### src/rtl/if_fetch_queue.sv
// Fetch queue between the IF PC register and the IF/ID boundary: issues in-order
// imem requests under a credit limit, buffers {pc, instr} pairs and drops in-flight fetches on redirect.
module if_fetch_queue #(
    parameter int unsigned DEPTH     = 2,
    parameter int unsigned MAX_OUTST = 2,
    parameter logic [31:0] NOP_INSTR = 32'h0000_0013
) (
    input  logic        i_clk,
    input  logic        i_reset_n,
    input  logic [31:0] i_pc_if,
    output logic        o_stall_if,
    input  logic        i_flush,
    output logic        o_imem_req,
    output logic [31:0] o_imem_addr,
    input  logic        i_imem_gnt,
    input  logic        i_imem_rvalid,
    input  logic [31:0] i_imem_rdata,
    output logic        o_valid_id,
    output logic [31:0] o_pc_id,
    output logic [31:0] o_instr_id,
    input  logic        i_ready_id
);
    localparam int unsigned AW = $clog2(DEPTH);
    localparam int unsigned PW = AW + 1;
    localparam int unsigned SW = PW + 1;
    localparam int unsigned TW = (MAX_OUTST > 1) ? $clog2(MAX_OUTST) : 1;
    localparam int unsigned CW = $clog2(MAX_OUTST + 1);

    logic [31:0]   pc_mem_q    [DEPTH];
    logic [31:0]   instr_mem_q [DEPTH];
    logic [31:0]   tag_q       [MAX_OUTST];
    logic [PW-1:0] wptr_q, wptr_d, rptr_q, rptr_d;
    logic [TW-1:0] tag_wr_q, tag_wr_d, tag_rd_q, tag_rd_d;
    logic [CW-1:0] live_q, live_d, disc_q, disc_d;
    logic [PW-1:0] fifo_count;
    logic          fifo_empty, fifo_full, credit_ok, grant;
    logic          live_rsp, disc_rsp, fifo_push, fifo_pop;

    function automatic logic [TW-1:0] tag_inc(input logic [TW-1:0] p);
        return (p == TW'(MAX_OUTST - 1)) ? '0 : p + TW'(1);
    endfunction

    always_comb begin
        fifo_count  = wptr_q - rptr_q;
        fifo_empty  = (wptr_q == rptr_q);
        fifo_full   = (wptr_q[PW-1] != rptr_q[PW-1]) && (wptr_q[AW-1:0] == rptr_q[AW-1:0]);
        // Discarded responses still hold a memory slot, so they count against MAX_OUTST only.
        credit_ok   = ((SW'(fifo_count) + SW'(live_q)) < SW'(DEPTH))
                   && (((CW+1)'(live_q) + (CW+1)'(disc_q)) < (CW+1)'(MAX_OUTST));
        o_imem_req  = i_reset_n && credit_ok && !i_flush;
        o_imem_addr = i_pc_if;
        grant       = o_imem_req && i_imem_gnt;
        o_stall_if  = !i_reset_n || (!grant && !i_flush);
        disc_rsp    = i_imem_rvalid && (disc_q != '0);
        live_rsp    = i_imem_rvalid && (disc_q == '0);
        fifo_push   = live_rsp && !i_flush;
        fifo_pop    = !fifo_empty && i_ready_id && !i_flush;
        o_valid_id  = !fifo_empty;
        o_pc_id     = fifo_empty ? '0 : pc_mem_q[rptr_q[AW-1:0]];
        o_instr_id  = fifo_empty ? NOP_INSTR : instr_mem_q[rptr_q[AW-1:0]];
    end

    always_comb begin
        wptr_d   = wptr_q;
        rptr_d   = rptr_q;
        tag_wr_d = tag_wr_q;
        tag_rd_d = tag_rd_q;
        live_d   = live_q;
        disc_d   = disc_q;
        if (grant)         tag_wr_d = tag_inc(tag_wr_q);
        if (i_imem_rvalid) tag_rd_d = tag_inc(tag_rd_q);
        if (i_flush) begin
            wptr_d = '0;
            rptr_d = '0;
            live_d = '0;
            disc_d = disc_q - CW'(disc_rsp) + live_q - CW'(live_rsp);
        end else begin
            if (fifo_push) wptr_d = wptr_q + PW'(1);
            if (fifo_pop)  rptr_d = rptr_q + PW'(1);
            live_d = live_q + CW'(grant) - CW'(live_rsp);
            disc_d = disc_q - CW'(disc_rsp);
        end
    end

    always_ff @(posedge i_clk or negedge i_reset_n) begin
        if (!i_reset_n) begin
            wptr_q   <= '0;
            rptr_q   <= '0;
            tag_wr_q <= '0;
            tag_rd_q <= '0;
            live_q   <= '0;
            disc_q   <= '0;
            for (int unsigned i = 0; i < DEPTH; i++) begin
                pc_mem_q[i]    <= '0;
                instr_mem_q[i] <= '0;
            end
            for (int unsigned i = 0; i < MAX_OUTST; i++) tag_q[i] <= '0;
        end else begin
            wptr_q   <= wptr_d;
            rptr_q   <= rptr_d;
            tag_wr_q <= tag_wr_d;
            tag_rd_q <= tag_rd_d;
            live_q   <= live_d;
            disc_q   <= disc_d;
            if (grant) tag_q[tag_wr_q] <= i_pc_if;
            if (fifo_push) begin
                pc_mem_q[wptr_q[AW-1:0]]    <= tag_q[tag_rd_q];
                instr_mem_q[wptr_q[AW-1:0]] <= i_imem_rdata;
            end
        end
    end

    always_ff @(posedge i_clk) begin
        if (i_reset_n) begin
            assert (!(fifo_push && fifo_full && !fifo_pop))
                else $error("if_fetch_queue: live response written into a full FIFO");
            assert (!(live_rsp && (live_q == '0)))
                else $error("if_fetch_queue: response with no outstanding request");
            assert (((CW+1)'(live_d) + (CW+1)'(disc_d)) <= (CW+1)'(MAX_OUTST))
                else $error("if_fetch_queue: outstanding counter overflow");
        end
    end
endmodule

### config.mk
export PLATFORM = sky130hd
export DESIGN_NAME = if_fetch_queue
export DESIGN_NICKNAME = d
export VERILOG_FILES = /design/src/rtl/if_fetch_queue.sv
export SDC_FILE = /design/constraint.sdc
export NUM_CORES = 1
export LEC_CHECK = 0
export CAP_MARGIN = 30
export CORE_MARGIN = 4
export CORE_UTILIZATION = 50
export CTS_CLUSTER_SIZE = 25
export DETAILED_ROUTE_END_ITERATION = 16
export PLACE_DENSITY = 0.77
export SLEW_MARGIN = 20
export SYNTH_ARGS = -nofsm -noshare
export SYNTH_HDL_FRONTEND = slang
export SYNTH_SLANG_ARGS = --single-unit
### constraint.sdc
create_clock -name i_clk -period 3.2 [get_ports i_clk]
set_input_delay 0.48 -clock i_clk [delete_from_list [all_inputs] [get_ports i_clk]]
set_output_delay 0.48 -clock i_clk [all_outputs]
set_load 0.03 [all_outputs]
==> results of run 1 <==
## worst paths after layout
path	to	slack, ps	from	cells past startpoint
hold / removal	instr_mem_q[55]$_DFFE_PN0P_	450	i_reset_n	2
hold reg to reg	pc_mem_q[60]$_DFFE_PN0P_	480	pc_mem_q[60]$_DFFE_PN0P_	2
setup / recovery	o_pc_id[17]	110	wptr_q[0]$_DFFE_PN0P_	6
max in group asynchronous	pc_mem_q[53]$_DFFE_PN0P_	1470	i_reset_n	3
setup reg to reg	tag_q[62]$_DFFE_PN0P_	440	wptr_q[0]$_DFFE_PN0P_	11
min in group i_clk	pc_mem_q[60]$_DFFE_PN0P_	480	pc_mem_q[60]$_DFFE_PN0P_	2
## cells by family after synthesis
family                   synth area share
buffers and inverters              0.0524
XOR/XNOR                           0.0124
AO/OA/AOI/OAI                      0.0399
AND/OR/NAND/NOR                    0.0693
adder cells (fa/ha/maj)            0.0112
multiplexers                        0.262
flip-flops                          0.552
## power groups by stage
| stage | Combinational, mW | Clock [mW] | Sequential (mW) |
|---|---|---|---|
| final | 4.90 | 2.23 | 4.39 |
| after global routing | 5.36 | 2.41 | 4.54 |
| after CTS | 4.99 | 2.30 | 4.40 |
| after detailed placement | 4.97 | 0 | 4.43 |
| after global placement | 4.78 | 0 | 4.44 |
| after floorplan | 3.51 | 0 | 4.21 |
## worst max-delay path: cells and delay by family (launching register included)
kind / cells / cell delay (ps)
DFF: 1 / 390
adders and majority gates: 1 / 320
and+or+nand+nor: 2 / 360
buffers and inverters: 3 / 1040
## metrics by stage
step | setup TNS [ps] | hold slack, ps
2_1_floorplan | 0 | 184
6_report | 0 | 446
3_5_place_dp | 0 | 385
5_1_grt | -4.20 | 463
4_1_cts | 0 | 434
3_3_place_gp | 0 | 384
## synth_stat cells, types with 6 or more instances
| cell type | instances |
|---|---|
| o21ai_0 | 36 |
| dfrtp_1 | 202 |
| mux2_2 | 126 |
| buf_1 | 8 |
| inv_1 | 6 |
| mux2i_1 | 96 |
| nor2_1 | 98 |
| xor2_1 | 6 |
| clkbuf_1 | 19 |
| nand2_1 | 40 |
| buf_4 | 40 |
| xnor2_1 | 7 |
| buf_2 | 11 |
| a21oi_1 | 34 |
## registers in the layout, indices dropped and copies added, names as in the netlist, 2 cells and up
| name | flops |
|---|---|
| disc_q | 2 |
| instr_mem_q | 64 |
| live_q | 2 |
| pc_mem_q | 64 |
| rptr_q | 2 |
| tag_q | 64 |
| wptr_q | 2 |
## per-layer routing
metal,GRT usage,share of wire,routed length [microns],vias to the layer above
li1,-,-,-,2786
met4,0.0387,0.012,220,0
met2,0.311,0.48,9100,146
met5,0,0,0,-
met3,0.0283,0.055,1050,22
met1,0.264,0.45,8600,2927
## timing repair
item                                    4_1_cts  5_1_grt
endpoints found under the hold margin        27        0
hold buffers                                  1        0
resized for setup                             6       34
endpoints found under the setup margin        6       32
## final cells by class
class | instances | area [sq um] | share of cell area
sequential | 202 | 5060 | 0.437
timing repair buffer | 182 | 1950 | 0.169
multi-input combinational | 467 | 3630 | 0.314
clock buffer | 31 | 603 | 0.0520
clock inverter | 6 | 30.0 | 0.00259
inverter | 6 | 22.5 | 0.00194
tap | 229 | 287 | 0.0247
==> metrics list, run 1 <==
- At the pin with the least slew margin, the transition time is between 1000 and 1500 ps.
- Cells along the critical path: inv_1 -> ha_1 -> and2_2 -> buf_4 -> nor2_1 -> clkdlybuf4s50_1
- Buffer cell driving the clock tree root: clkbuf_16
- Final weighted congestion of routability-driven global placement: 0.753
- Sequential share of the synthesized area: 0.552
* Post-layout worst setup margin: 109 ps
- The most used flip-flop cell after synthesis is dfrtp_1.
- Longest Clk Path Bufs: 3
- Post-Place Setup Slack: 328 ps
* Antenna-violating nets left: 0
- Before antenna repair, the detailed router went through 4 iterations.
- The number of setup buffers added after CTS is 0.
* Number of enable-type register cells in the synthesized netlist: 0
- Minimum clock period: 3090 ps
- After synthesis, the share of flip-flops with an asynchronous set or reset is 1.00.
- # H-tree levels: 1
- After detailed routing, the number of remaining DRC violations is 0.
- Worst min-delay path category: in2async
- In the final routed layout, each cell accounts on average for 16.9 microns.
- Worst max-slew margin expressed relative to the limit: 0.316
* Wire length of the first global-routing pass: 31.3 mm
* Vias in the first global route: 6166
* Reported leakage power: 5.47 nW
* Die area: ~0.021 sq mm
- Number of sinks on the clock net: 202
- The completed layout was analyzed and its total power is 11.5 mW.
- Launching element type of the critical path: flip-flop
- In this run, distinct cell masters in the synthesized netlist total 29.
* Worst IR drop on VDD: 668 uV
* Die extent in y: 143 microns
- The hold violation total from the final report is 0.
- Power dissipated by switching net loads: about 4.2 mW
- Maximum number of pins on one net before global-route repair: 176
* Proportion of power drawn by the clock network: 0.194
- Initial core utilization: 0.510
* Critical path data arrival time: 2610 ps
* Proportion of power drawn by flip-flops and latches: 0.381
- Initial antenna violation count: 0
- The flow ran to the end, and the final reports show no timing, DRC or antenna violations.
* Worst setup path class: reg2out
* Ratio of total power to cell area: 994 mW/mm^2
- By area the synthesized netlist is led by dfrtp_1 (55%), mux2_2 (16%), mux2i_1 (10%), nor2_1 (4.0%), buf_4 (3.3%).
* Overall routing resource usage: 0.187
- Final WL: 19.0 mm
- Post-synth top area share: 0.552
- The internal power of the cells totals between 7 and 8 mW.
* Final setup violating endpoints: 0
- Post-Synthesis Cells: 753
- In the layout the commonest cells are dfrtp_1 (200), clkdlybuf4s50_1 (132), mux2_2 (126), nor2_1 (98), mux2i_1 (96).
- For this run, the top clock speed supported by timing is 324 MHz.
- Clock-pin slew on the worst setup and hold paths: roughly 60 ps
- Relative area change from synthesis to final layout: 26.6%
- Clock buffer count from CTS: 21
* Share of total power consumed by net switching: 0.364
- Total placed instance area: 0.0109 sq mm
- Final HPWL from detailed placement: approximately 12 mm
- In the final design database the tool counted 957 nets.
- The finished layout holds 1123 standard cells, fillers aside.
- Final worst-path cycle share: 0.966
- Total number of vias: 5881
- Counting every net in the synthesized netlist gives 830.
- Cell taking the most area after synthesis: dfrtp_1
- Clock skew after layout: roughly 4.9 ps
* Dpl cells: around 1.1k
* TritonCTS clock tree: built
- Data required time of the critical path: approximately 2700 ps
- Count of fill cells added during filler insertion: 1422
- Along the worst path, the maximum fanout reaches 32.
* Portion of total power attributed to combinational logic: 0.425
* Die Width: 143 microns
* Slowest CP cell: clkdlybuf4s50_1
- On the worst path, the slowest cell contributes a delay of 680 ps.
- Once layout is complete, the utilization of the core stands at 0.645.
- 169 I/O pins were placed.
* Maximum Capacitance Violations: 0
* Summed area of non-filler cells in the final layout: 0.0116 sq mm
- Average cell area after synthesis: between 10 and 15 sq um
* Count of buffers from port buffering: 168
- Core box area: 0.0180 sq mm
- In the final layout, the share of cells above drive strength 1 is 0.202.
- The synthesized design contains 202 register bits.
- Initial DRC count: 247
- Overflow after GRT: 0
- Worst setup EP type: output pin
- Vias per std cell: 5.24
* Cell Area, Synth: 0.00915 sq mm
- Setup repair after global routing missed its margin: true
- Max-slew violation count: 0
- The repair_antennas step left the layout with diodes totalling 0.
- Number of rows created at floorplan: 49
* Source-to-sink clock delay at the later pin of the worst-skew pair: approximately 480 ps
- Leading cell type in the layout, fill and taps excluded: dfrtp_1
- Syn. warnings: 0
Note: power is estimated with default switching activity, not from simulation.
==> inputs of run 2 (changes only) <==
--- a/config.mk
+++ b/config.mk
@@ -11,7 +11,7 @@
 export CTS_CLUSTER_SIZE = 25
 export DETAILED_ROUTE_END_ITERATION = 16
 export PLACE_DENSITY = 0.77
-export SLEW_MARGIN = 20
+export SLEW_MARGIN = 40
 export SYNTH_ARGS = -nofsm -noshare
 export SYNTH_HDL_FRONTEND = slang
 export SYNTH_SLANG_ARGS = --single-unit
==> metrics list, run 2 (synthesis results as in run 1) <==
- Routed wire length per instance: about 17 microns
- Summing over every cut layer, the via total after detailed routing is 5889.
- TritonCTS built the clock tree.
* Power dissipated by switching net loads: approximately 4.2 mW
- The library cell used most frequently in the layout, excluding fill and tap cells, is dfrtp_1.
- Final WL: 19.0 mm
* Proportion of power drawn by flip-flops and latches: 0.383
* Longest Clk Path Bufs: 3
* Vias in the first global route: between 6k and 7k
* Core box area: 0.0180 sq mm
* Clock skew after layout: 6.21 ps
- The min-delay analysis places its worst path in the category in2async.
- For this configuration, the core starts out at a cell density of 0.510.
* Final worst-path cycle share: 0.964
- In this run the tightest slew margin relative to its limit is 0.566.
- Worst reg-to-reg setup slack: 430 ps
* Die Width: 143 microns
- The initial antenna violation count was 0.
- STA classifies the critical path startpoint as a flip-flop.
- Setup violations remaining at the end of the flow were counted as 0.
- Timing would allow up to 324 MHz.
- Max-slew violation count: 0
- Max-cap violations in this run came to 0.
- Die extent in y: 143 microns
- Clock buffer count from CTS: 21
- Vias per std cell: 5.24
- For this run, the total global-route usage over all layers was measured as 0.189.
- Source-to-sink clock delay at the later pin of the worst-skew pair: 480 ps
* Total internal power: ~7.4 mW
- Share of total power consumed by net switching: 0.360
- Number of diodes added for antenna fixing: 0
* R2R Path End: tag_q[45]$_DFFE_PN0P_
* Router iterations before antenna repair: 4
* Summed area of non-filler cells in the final layout: between 0.01 and 0.015 sq mm
* Number of top-level pins: 169
* Most frequent cells in the layout: dfrtp_1 (200), clkdlybuf4s50_1 (130), mux2_2 (126), nor2_1 (98), mux2i_1 (96)
* Maximum net fanout on the critical path: 4
- Biggest regs: instr_mem_q x64, pc_mem_q x64, tag_q x64
- Number of hold violations in the final report: 0
- Number of sinks on the clock net: 202
* Portion of total power attributed to combinational logic: 0.412
- The worst setup path is of the reg2out kind.
- Data required time of the critical path: approximately 2700 ps
* Initial DRC count: 240
- Worst IR drop on VDD: 669 uV
* Proportion of power drawn by the clock network: 0.204
- Setup repair after global routing left no endpoint under its margin.
* Final HPWL from detailed placement: roughly 12 mm
* Clock-pin slew on the worst setup and hold paths: 60 ps
- Summed over all cells, the static leakage comes to 5.49 nW.
- CTS placed an instance of clkbuf_16 at the clock tree root.
- The flow ran to the end, and the final reports show no timing, DRC or antenna violations.
- Ratio of total power to cell area: 999 mW/mm^2
- STA classifies the critical path endpoint as an output pin.
- Number of rows created at floorplan: 49
- Of the cells placed in the final design, the portion with a size suffix greater than 1 is 0.204.
- Hold timing on the final database bottoms out at a slack of 449 ps.
- In this run the tool buffered the top-level ports with about 170 buffer cells.
* Tightest Pin Transition: 652 ps
- Reg-to-reg startpoint: wptr_q[0]$_DFFE_PN0P_
* Critical path data arrival time: 2610 ps
- Nets: 957
- The detail route stage leaves a number of antenna-violating nets equal to 0.
* Wire length of the first global-routing pass: 31.6 mm
- Final weighted congestion of routability-driven global placement: approximately 0.75
- Compared with the post-synthesis result, the final layout area differs by 27.2%.
- Entering global routing, the biggest net connects 97 pins.
- Drc violations: 0
- The worst path needs 3090 ps of the cycle, external delays included.
* # H-tree levels: 1
* Total placed instance area: 0.0109 sq mm
* Post-Route Setup TNS: 0 ps
- Length in cells of the worst reg-to-reg path: 11
- The die covers 0.0205 sq mm.
- Overflow after GRT: 0
* Total Power Consumption: 11.6 mW
## run 2: per-layer routing
layer	GRT usage	share of wire
met2	0.324	0.48
met1	0.259	0.45
met5	0	0
met3	0.0319	0.059
met4	0.0337	0.012
## run 2: power groups by stage
stage          Clock, mW  Combinational (mW)  Sequential, mW
2_1_floorplan          0                3.51            4.21
3_3_place_gp           0                4.78            4.44
3_5_place_dp           0                4.88            4.51
4_1_cts             2.44                4.90            4.47
5_1_grt             2.56                5.25            4.62
6_report            2.38                4.80            4.46
## run 2: worst max path at each step
stage                 endpoint             startpoint
floorplan           o_stall_if  wptr_q[0]$_DFFE_PN0P_
global placement    o_stall_if  wptr_q[0]$_DFFE_PN0P_
detailed placement  o_imem_req  wptr_q[0]$_DFFE_PN0P_
CTS                 o_pc_id[1]  wptr_q[0]$_DFFE_PN0P_
global route        o_imem_req  wptr_q[0]$_DFFE_PN0P_
finish              o_imem_req  wptr_q[0]$_DFFE_PN0P_
## run 2: cell type report
class	instances	area [sq um]
clock buffers	33	641
clock inverters	4	45.0
fillers	1435	6320
inverters	6	22.5
multi-input cells	467	3630
flip-flops and latches	202	5060
well taps	229	287
repair buffers	182	1950
## run 2: timing repair
item / CTS / global route
buffers inserted: 0 / 0
setup endpoints to repair: 8 / 31
hold buffers: 1 / 0
endpoints found under the hold margin: 27 / 0
resized for setup: 8 / 33
## run 2: per-stage QoR
step	cells	setup WS (ps)	utilization
2_1_floorplan	753	553	-
3_3_place_gp	1084	366	0.604
3_5_place_dp	1085	329	0.606
4_1_cts	1123	5.01	0.644
5_1_grt	1123	2.65	0.648
6_report	1123	115	0.648
## run 2: worst max-delay path: stages (launching register included)
cell	delay (ps)
dfrtp_1	390
inv_1	100
ha_1	320
nand2b_1	170
fa_1	500
nor3b_1	200
dlygate4sd2_1	430
==> inputs of run 3 (changes only) <==
--- a/config.mk
+++ b/config.mk
@@ -11,7 +11,7 @@
 export CTS_CLUSTER_SIZE = 25
 export DETAILED_ROUTE_END_ITERATION = 16
 export PLACE_DENSITY = 0.77
-export SLEW_MARGIN = 40
+export SKIP_CTS_REPAIR_TIMING = 1
 export SYNTH_ARGS = -nofsm -noshare
 export SYNTH_HDL_FRONTEND = slang
 export SYNTH_SLANG_ARGS = --single-unit
==> metrics list, run 3 (synthesis results as in run 1) <==
- Maximum number of pins on one net before global-route repair: 176
- The initial antenna violation count came to 0.
- The max-slew violation count came to 0.
- Count of fill cells added during filler insertion: 1417
- In the finished design, the share of the clock period the worst path needs comes to 0.967.
* Biggest regs: instr_mem_q x64, pc_mem_q x64, tag_q x64
- Setup repair after global routing missed its margin: true
- Overflow after GRT: 0
- Max frequency: 323 MHz
- Buffers inserted during clock tree synthesis total 21.
- Final HPWL from detailed placement: 11.7 mm
- Number of hold violations in the final report: 0
- The floorplan step defined a core boundary enclosing roughly 0.018 sq mm.
- The finished layout holds 1123 standard cells, fillers aside.
* Die extent in y: 143 microns
- Wire length of the first global-routing pass: about 31 mm
* Length in cells of the worst reg-to-reg path: 11
- After clock tree synthesis, the clock-pin slew on the worst setup and hold paths is around 60 ps.
* TritonCTS clock tree: built
* Worst IR drop on VDD: 668 uV
* Worst setup path class: reg2out
* Router iterations before antenna repair: 4
* Nets: between 900 and 1k
* Data required time of the critical path: 2720 ps
- In this run the core area contains ~50 standard-cell rows.
- Minimum clock period: 3090 ps
- Tightest Pin Transition: roughly 1000 ps
- CTS built an H-tree with a depth of 1.
* Reg-to-reg startpoint: wptr_q[0]$_DFFE_PN0P_
* Initial DRC count: 249
- Summing over every cut layer, the via total after detailed routing is 5883.
- The tightest hold path in the finished design has a slack of around 450 ps.
- Die Width: 143 microns
* Number of diodes added for antenna fixing: 0
* Longest Clk Path Bufs: 3
- In the final layout, the share of cells above drive strength 1 is 0.201.
- Launching element type of the critical path: flip-flop
* Vias in the first global route: 6154
- Clock skew after layout: 5.03 ps
- Summed area of non-filler cells in the final layout: about 0.012 sq mm
- Setup violations remaining at the end of the flow were counted as 0.
* Overall routing resource usage: 0.187
* Buffer cell driving the clock tree root: clkbuf_16
* Most frequent cells in the layout: dfrtp_1 (200), clkdlybuf4s50_1 (132), mux2_2 (126), nor2_1 (98), mux2i_1 (96)
- In the final routed layout, each cell accounts on average for about 17 microns.
- Dpl cells: 1085
* Worst max-slew margin expressed relative to the limit: 0.333
* Initial core utilization: 0.510
- Total Power Consumption: 11.5 mW
* Worst setup EP type: output pin
- Once detail routing completed, the nets flagged for antenna violations numbered 0.
- For this design the static power due to leakage is approximately 5.5 nW.
* Maximum Capacitance Violations: 0
- The setup check on the worst reg-to-reg path leaves a slack of 440 ps.
- The tightest min-delay check is of the in2async type.
- Vias per std cell: 5.24
- Leading cell type in the layout, fill and taps excluded: dfrtp_1
- Count of buffers from port buffering: 168
- During I/O placement, the number of pins put on the boundary was about 170.
- Number of sinks on the clock net: 202
- Source-to-sink clock delay at the later pin of the worst-skew pair: 480 ps
- Final WL: between 15 and 20 mm
- Die area: between 0.02 and 0.025 sq mm
- Post-Route Setup TNS: 0 ps
- Drc violations: 0
* Final weighted congestion of routability-driven global placement: 0.753
- The flow ran to the end, and the final reports show no timing, DRC or antenna violations.
* Relative area change from synthesis to final layout: 26.9%
- Dividing total power by cell area gives a power density of 993 mW/mm^2.
- After detailed placement, the total cell area comes to 0.0109 sq mm.
* R2R Path End: tag_q[62]$_DFFE_PN0P_
- Along the worst path, the maximum fanout reaches 32.
* Critical path data arrival time: 2610 ps
[run 3: worst max-delay path: stages (launching register included)]
cell and delay [ps]:
dfrtp_1 390, inv_1 100, ha_1 320, and2_2 210, buf_4 270, nor2_1 150, clkdlybuf4s50_1 680
[run 3: stage by stage]
step            util  setup slack [ps]
2_1_floorplan      -               553
3_3_place_gp   0.604               366
3_5_place_dp   0.605               328
4_1_cts        0.641              -187
5_1_grt        0.646             -4.20
6_report       0.646               106
[run 3: where the power goes]
group          internal (mW)  leakage, nW  switching (mW)
logic                   2.31         2.68            2.60
clock network           1.30        0.318           0.931
registers               3.73         2.53           0.653
[run 3: worst max path at each step]
| stage | start | endpoint | slack [ps] | cells after the start |
|---|---|---|---|---|
| 5_1_grt | wptr_q[0]$_DFFE_PN0P_ | o_pc_id[17] | -4 | 6 |
| 2_1_floorplan | wptr_q[0]$_DFFE_PN0P_ | o_stall_if | 550 | 7 |
| 4_1_cts | wptr_q[0]$_DFFE_PN0P_ | o_stall_if | -190 | 8 |
| 3_3_place_gp | wptr_q[0]$_DFFE_PN0P_ | o_stall_if | 370 | 8 |
| 6_report | wptr_q[0]$_DFFE_PN0P_ | o_pc_id[17] | 110 | 6 |
| 3_5_place_dp | wptr_q[0]$_DFFE_PN0P_ | o_stall_if | 330 | 8 |
[run 3: cell type report]
cell class | count | area (sq um) | area share
Clock buffer | 31 | 603 | 0.0519
Timing Repair Buffer | 182 | 1980 | 0.170
Tap cell | 229 | 287 | 0.0247
Sequential cell | 202 | 5060 | 0.436
Clock inverter | 6 | 30.0 | 0.00259
Inverter | 6 | 22.5 | 0.00194
Multi-Input combinational cell | 467 | 3630 | 0.313
[run 3: layer usage]
layer  global-route usage  vias to the layer above  routed length, microns
met5                    0                        -                       0
met4               0.0387                        0                     220
met3               0.0283                       22                    1030
met2                0.311                      145                    9110
met1                0.264                     2926                    8630
li1                     -                     2790                       -
